<file path="src/rtl/calc_operand_entry.sv">
// Keypad front end: turns key codes into a signed operand pair, opcode and newop strobe.
// Optional result chaining (operator after '=' reuses answer) is enabled by defining CALC_CHAIN_EN.
module calc_operand_entry #(
  parameter int MAX_DIGITS = 5
) (
  input  logic        clock,
  input  logic        reset,
  input  logic        key_valid,
  input  logic [3:0]  key_code,
  input  logic [15:0] answer,
  output logic [15:0] V1,
  output logic [15:0] V2,
  output logic [1:0]  opcode,
  output logic        newop,
  output logic [15:0] entry_value,
  output logic        entry_ovf,
  output logic [1:0]  state_dbg
);

  // Key interface: key_valid is a one-cycle strobe with no back-pressure;
  // every key presented with key_valid=1 is consumed in that same cycle.

  localparam logic [1:0] S_FIRST  = 2'd0;
  localparam logic [1:0] S_OPER   = 2'd1;
  localparam logic [1:0] S_SECOND = 2'd2;
  localparam logic [1:0] S_RESULT = 2'd3;

  localparam logic [3:0] KEY_EQUALS = 4'd13;
  localparam logic [3:0] KEY_CLEAR  = 4'd14;
  localparam logic [3:0] KEY_NEGATE = 4'd15;

  logic [1:0]  state;
  logic [1:0]  op_reg;
  logic [14:0] mag;
  logic        neg;
  logic [2:0]  count;

  logic [18:0] new_mag;
  logic        is_digit;
  logic        is_oper;
  logic        digit_ok;
  logic [3:0]  op_off;
  logic [1:0]  op_in;
  logic [15:0] signed_val;

  // 19-bit intermediate holds 32767*10+9 without wrapping
  assign new_mag    = ({4'd0, mag} * 19'd10) + {15'd0, key_code};
  assign is_digit   = (key_code <= 4'd9);
  assign is_oper    = (key_code == 4'd10) || (key_code == 4'd11) || (key_code == 4'd12);
  assign digit_ok   = (count < 3'(MAX_DIGITS)) && (new_mag <= 19'd32767);
  assign op_off     = key_code - 4'd10;
  assign op_in      = op_off[1:0];
  assign signed_val = neg ? (16'd0 - {1'b0, mag}) : {1'b0, mag};

  assign entry_value = signed_val;
  assign state_dbg   = state;

`ifndef CALC_CHAIN_EN
  logic unused_answer;
  assign unused_answer = ^answer;
`endif

  always_ff @(posedge clock) begin
    if (reset) begin
      state     <= S_FIRST;
      op_reg    <= 2'b00;
      mag       <= 15'd0;
      neg       <= 1'b0;
      count     <= 3'd0;
      V1        <= 16'd0;
      V2        <= 16'd0;
      opcode    <= 2'b00;
      newop     <= 1'b0;
      entry_ovf <= 1'b0;
    end else begin
      newop <= 1'b0;
      if (key_valid) begin
        if (key_code == KEY_CLEAR) begin
          state     <= S_FIRST;
          op_reg    <= 2'b00;
          mag       <= 15'd0;
          neg       <= 1'b0;
          count     <= 3'd0;
          V1        <= 16'd0;
          V2        <= 16'd0;
          opcode    <= 2'b00;
          entry_ovf <= 1'b0;
        end else begin
          case (state)
            S_FIRST, S_SECOND: begin
              if (is_digit) begin
                if (digit_ok) begin
                  mag   <= new_mag[14:0];
                  count <= count + 3'd1;
                end else begin
                  entry_ovf <= 1'b1;
                end
              end else if (key_code == KEY_NEGATE) begin
                neg <= ~neg;
              end else if (is_oper && state == S_FIRST) begin
                V2        <= signed_val;
                op_reg    <= op_in;
                mag       <= 15'd0;
                neg       <= 1'b0;
                count     <= 3'd0;
                entry_ovf <= 1'b0;
                state     <= S_OPER;
              end else if (key_code == KEY_EQUALS && state == S_SECOND) begin
                V1     <= signed_val;
                opcode <= op_reg;
                newop  <= 1'b1;
                state  <= S_RESULT;
              end
            end
            S_OPER: begin
              if (is_digit) begin
                mag   <= {11'd0, key_code};
                count <= 3'd1;
                state <= S_SECOND;
              end else if (is_oper) begin
                op_reg <= op_in;
              end
            end
            S_RESULT: begin
              // a digit after '=' starts a fresh first operand
              if (is_digit) begin
                mag       <= {11'd0, key_code};
                count     <= 3'd1;
                neg       <= 1'b0;
                entry_ovf <= 1'b0;
                state     <= S_FIRST;
              end
`ifdef CALC_CHAIN_EN
              else if (is_oper) begin
                V2     <= answer;
                op_reg <= op_in;
                mag    <= 15'd0;
                neg    <= 1'b0;
                count  <= 3'd0;
                state  <= S_OPER;
              end
`endif
            end
            default: state <= S_FIRST;
          endcase
        end
      end
    end
  end

endmodule

</file>
<file path="config.mk">
export PLATFORM = sky130hd
export DESIGN_NAME = calc_operand_entry
export DESIGN_NICKNAME = d
export VERILOG_FILES = /design/src/rtl/calc_operand_entry.sv
export SDC_FILE = /design/constraint.sdc
export NUM_CORES = 1
export LEC_CHECK = 0
export ABC_CLOCK_PERIOD_IN_PS = 4100
export CAP_MARGIN = 20
export CORE_MARGIN = 10
export CORE_UTILIZATION = 36
export CTS_BUF_LIST = sky130_fd_sc_hd__clkbuf_4
export CTS_CLUSTER_SIZE = 10
export DETAILED_ROUTE_END_ITERATION = 8
export PLACE_DENSITY = 0.58
export SLEW_MARGIN = 10
export SYNTH_ARGS = -nofsm -noshare
export SYNTH_HDL_FRONTEND = slang
export SYNTH_SLANG_ARGS = --single-unit
</file>
<file path="constraint.sdc">
create_clock -name clock -period 4.1 [get_ports clock]
set_clock_uncertainty 0.2 [all_clocks]
set_input_delay 1.23 -clock clock [delete_from_list [all_inputs] [get_ports clock]]
set_output_delay 1.23 -clock clock [all_outputs]
set_load 0.03 [all_outputs]
</file>
==> impl_metrics.json, run 1 <==
{
  "rows": 39,
  "min-delay-start": "entry_ovf",
  "ys_async_sr_fraction": 0,
  "grt_pass1_vias": 4057,
  "slowest_stage": "or4_4",
  "port_buffers": 60,
  "seq_area_frac_synth": 0.2861,
  "clk_pin_slew_ns": 0.10,
  "yosys-top-cells-area": "dfxtp_1 29%, ha_1 9.4%, xnor2_1 6.6%",
  "p_per_area_nw_per_um2": 227.1,
  "die_h_um": 127.1,
  "nFillCells": 1106,
  "vias": 4082,
  "syn_area_per_cell_um2": 7.790,
  "route.detailed.drc": 0,
  "worst_ep_arrival_time_ns": 2.90,
  "end_kind": "output pin",
  "max-clock-path-buffers": 2,
  "power_mw": 1.245,
  "maxCapViolCount": 0,
  "yosysUniqueCellTypes": 61,
  "min_period_over_period": 1.057,
  "cts_tree": "built",
  "gp_congestion": 0.8252,
  "synth-main-ff-cell": "dfxtp_1",
  "die_area_um2": 16150,
  "cts_buffers": 9,
  "crit_path_max_incr_delay_ns": 0.53,
  "die_w_um": 127.1,
  "final_util": 0.4844,
  "period_needed_ns": 4.333,
  "post_drt_via_cell_ratio": 5.281,
  "ys_ff_latch": 59,
  "mappedNetlistArea_um2": 4129,
  "ir_drop_mv": 0.1144,
  "status": "complete, but fails checks",
  "yosysMostFrequentCell": "nand2_1",
  "finalNetCount": 681,
  "setup_viol": 4,
  "crit_path_max_fanout": 2,
  "reg_top3": "V1 (16), V2 (16), mag (15)",
  "synth_top_area_frac": 0.2861,
  "grt-ovfl-total": 0,
  "slew_headroom": 0.6148,
  "pre_cts_ws_ns": -0.6674,
  "violations": "setup timing",
  "insertion_delay_ns": 0.42,
  "worst_slew_pin_slew_ns": 0.5770,
  "root_buffer": "clkbuf_4",
  "yosys.area.top_type": "dfxtp_1",
  "ctsHtreeMaxLevel": 3,
  "hold_viol": 0,
  "final_max_slew_viol_count": 0,
  "crit_start": "mag[6]",
  "drive_gt1_frac": 0.1844,
  "area_growth_pct": 32.82,
  "worstSetupStartpointType": "register",
  "setup_ws_ns": -0.2326,
  "leakagePower_nw": 2.165,
  "critical_path_required_ns": 2.67,
  "path_cells": "or4_4 -> or3_4 -> or4_4 -> nand2b_4 -> buf_6 -> o31ai_4 -> xnor2_2 -> buf_6",
  "clkSinkCount": 59,
  "dr.pass1.iters": 4,
  "core_um2": 11320,
  "dp_hpwl_um": 9209,
  "antenna_found_initial": 1,
  "synthTopCellsByCount": "65 x nand2_1, 59 x dfxtp_1, 46 x a21oi_1",
  "grt_max_degree": 38,
  "finalWirelength_um": 11920,
  "grt_usage": 0.1444,
  "r2r_start": "mag[3]",
  "syn_nets": 586,
  "boundaryPins": 77,
  "start_util": 0.3647,
  "critPathTopFamily": "simple AND/OR/NAND/NOR gates",
  "hold_path_class": "reg -> reg",
  "wl_per_cell_um": 15.42,
  "drt_iter0_markers": 277,
  "cp.buffers_inverters": 2,
  "grt_pass1_wl_um": 19730,
  "max_freq_ghz": 0.2308,
  "synthCells": 530,
  "yosys_warnings": 0,
  "grt_setup_unrepaired": "yes",
  "detail-route-antenna-nets": 0,
  "synth_edf_count": 0,
  "critPathKind": "reg -> out"
}
## cell type report
| type | count | area, um2 | area share |
|---|---|---|---|
| clock inverters | 6 | 33.78 | 0.006160 |
| clock buffers | 9 | 67.56 | 0.01232 |
| inverters | 22 | 82.58 | 0.01506 |
| diodes | 1 | 2.502 | 0.0004563 |
| flip-flops and latches | 59 | 1184 | 0.2158 |
| repair buffers | 118 | 1030 | 0.1878 |
| well taps | 143 | 178.9 | 0.03263 |
| multi-input cells | 415 | 2905 | 0.5298 |
## cell families after synthesis
logic type,after synthesis,synth area share
and+or+nand+nor,193,0.2233
AOI/OAI and AO/OA,148,0.2427
DFF,59,0.2861
buffers and inverters,57,0.05697
xor gates and xnor gates,36,0.07636
adders and majority gates,33,0.1036
muxes,4,0.01091
## metrics by stage
| step | cells | TNS (ns) | area, um2 | hold WS [ns] |
|---|---|---|---|---|
| after floorplan | 530 | 0 | 4129 | 0.2545 |
| after global placement | 751 | -8.728 | 5145 | 0.2404 |
| after detailed placement | 751 | -10.14 | 5145 | 0.2439 |
| after CTS | 769 | -0.8909 | 5410 | 0.2588 |
| after global routing | 773 | -1.661 | 5484 | 0.2737 |
| final | 773 | -0.6141 | 5484 | 0.2526 |
## layout by cell type, fill, tap and decap left out, types with 10 or more instances in the layout
cell type and n:
o21a_1 17, nand2_1 65, buf_4 59, clkdlybuf4s50_1 46
o21ai_0 19, dfxtp_1 57, nor2_1 42, xnor2_1 29
inv_1 22, nor3_1 10, a21oi_1 45, ha_1 28
nand3_1 25
## power breakdown
group          leakage, nW  internal (mW)  switching, mW
logic                 1.63          0.138          0.179
registers            0.477          0.583         0.0100
clock network       0.0550          0.115          0.220
total                 2.16          0.836          0.409
## metal layers
layer | wire (um) | up-vias | part of all wire | GRT usage
met4 | 264 | 0 | 0.022 | 0.06497
met5 | 0 | - | 0 | 0
li1 | - | 2096 | - | -
met2 | 5572 | 86 | 0.47 | 0.2403
met1 | 5553 | 1885 | 0.47 | 0.1750
met3 | 530 | 15 | 0.044 | 0.03019
## worst min-delay path: stages, from the launching register on
cell and delay [ns]:
dfxtp_1 0.32, inv_1 0.05, a21oi_1 0.05
## final timing paths
check	end	slack (ns)	cells past startpoint
worst min register to register	entry_ovf	0.25	2
worst min-delay path	entry_ovf	0.25	2
worst max-delay path	entry_value[14]	-0.23	8
worst max register to register	count[2]	0.10	13
## repair_timing
action,in CTS,in global routing
buffers inserted,4,2
cloned,0,1
hold buffers,0,0
resized for setup,45,10
endpoints found under the setup margin,25,24
pin swaps,14,6
No activity file was read; power rests on OpenSTA's default activity.
==> run 2: changes to the inputs <==
- ABC_CLOCK_PERIOD_IN_PS: 4100 -> 4600
- PLACE_DENSITY: 0.58 -> 0.56
- clock period: 4.1 -> 4.6 ns (I/O delays scaled with it)
==> impl_metrics.json, run 2 (synthesis results as in run 1) <==
{
  "boundaryPins": 77,
  "setup_ws_ns": 0.06146,
  "die_area_um2": 16150,
  "dr.pass1.iters": 4,
  "core_um2": 11320,
  "insertion_delay_ns": 0.41,
  "wl_met2_um": 5477,
  "die_w_um": 127.1,
  "final_area_um2": 5122,
  "wl_met3_um": 434,
  "worst_ep_arrival_time_ns": 2.96,
  "hold_slack_ns": 0.2537,
  "slew_headroom": 0.5999,
  "p_per_area_nw_per_um2": 208.2,
  "path_cells": "or4_1 -> or3_1 -> or4_1 -> nand2b_1 -> o31ai_2 -> xnor2_2 -> buf_4",
  "drive_gt1_frac": 0.1096,
  "critPathTopFamily": "simple AND/OR/NAND/NOR gates",
  "clk_pin_slew_ns": 0.10,
  "max-clock-path-buffers": 2,
  "cp_common_cell": "or4_1",
  "ctsHtreeMaxLevel": 3,
  "top_layer_used": "met4",
  "grt_setup_unrepaired": "yes",
  "placed_cells": 730,
  "port_buffers": 60,
  "rows": 39,
  "slowest_stage": "or4_1",
  "dp_hpwl_um": 9123,
  "gp_congestion": 0.8257,
  "grt_pass1_wl_um": 19450,
  "route.detailed.drc": 0,
  "detail-route-antenna-nets": 0,
  "final_max_slew_viol_count": 0,
  "start_util": 0.3647,
  "pre_cts_ws_ns": -0.07220,
  "min_period_over_period": 0.9866,
  "clkSinkCount": 59,
  "root_buffer": "clkbuf_4",
  "wl_met1_um": 5548,
  "cts_buffers": 9,
  "hold_path_class": "reg -> reg",
  "wl_per_cell_um": 15.60,
  "status": "finished clean",
  "antenna_found_initial": 1,
  "setup_viol": 0,
  "fin_setup_tns_ns": 0,
  "vias": 4040,
  "fin_cells": 746,
  "leakagePower_nw": 2.000,
  "maxCapViolCount": 0,
  "end_kind": "output pin",
  "finalNetCount": 654,
  "crit_path_max_incr_delay_ns": 0.59,
  "placed_cell_area_um2": 5005,
  "cp.buffers_inverters": 1,
  "worstSetupStartpointType": "register",
  "worst_slew_pin_slew_ns": 0.5993,
  "crit_path_max_fanout": 3,
  "post_drt_via_cell_ratio": 5.416,
  "r2r_slack_ns": 0.25,
  "power_mw": 1.067,
  "grt-ovfl-total": 0,
  "max_freq_ghz": 0.2203,
  "grt_usage": 0.1418,
  "cts_tree": "built",
  "period_needed_ns": 4.539,
  "hold_viol": 0,
  "grt_max_degree": 34,
  "mostFrequentLayoutCell": "nand2_1",
  "finalWirelength_um": 11630,
  "critPathKind": "reg -> out",
  "drt_iter0_markers": 264,
  "reg_top3": "V1 (16), V2 (16), mag (15)",
  "ir_drop_mv": 0.09535,
  "grt_pass1_vias": 3868,
  "most-common-layout-cells": "65 x nand2_1, 59 x dfxtp_1, 52 x clkdlybuf4s50_1, 46 x a21oi_1, 42 x nor2_1",
  "die_h_um": 127.1,
  "critical_path_required_ns": 3.02,
  "area_growth_pct": 24.06,
  "final_util": 0.4525
}
[run 2: tightest hold or removal path: stages (launching register included)]
cell and delay [ns]:
dfxtp_1 0.32, inv_1 0.05, a21oi_1 0.05
[run 2: final timing paths]
kind         startpoint         endpoint  depth (start not counted)
min reg2reg   entry_ovf        entry_ovf                          2
max reg2reg      mag[3]         count[2]                         13
max              mag[3]  entry_value[14]                          7
min           entry_ovf        entry_ovf                          2
[run 2: routing by layer]
| layer | track usage | vias up |
|---|---|---|
| li1 | - | 2039 |
| met1 | 0.1778 | 1906 |
| met2 | 0.2366 | 82 |
| met3 | 0.02275 | 13 |
| met4 | 0.05760 | 0 |
| met5 | 0 | - |
[run 2: report_power, final]
group / switching (mW) / internal [mW] / leakage [nW] / total, mW
clock: 0.194 / 0.103 / 0.0550 / 0.297
combinational: 0.143 / 0.0986 / 1.47 / 0.241
sequential: 0.00972 / 0.519 / 0.476 / 0.529
total: 0.346 / 0.721 / 2.00 / 1.07
[run 2: layout make-up]
class                      instances  area, um2
antenna                            1      2.502
clock buffer                       9      67.56
clock inverter                     6      33.78
fill                            1162       6198
inverter                          22      82.58
multi-input combinational        414       2743
sequential                        59       1181
tap                              143      178.9
timing repair buffer              92      833.3
[run 2: repair_timing]
item	in CTS	in global routing
endpoints found under the hold margin	0	0
pin swaps	0	1
setup endpoints to repair	5	6
hold buffers	0	0
buffers inserted	0	0
resized for setup	8	10
==> run 3: changes to the inputs <==
- ABC_AREA: unset -> 0
==> results of run 3 <==
No change in the layout: final DEF, timing and power equal those of run 2.
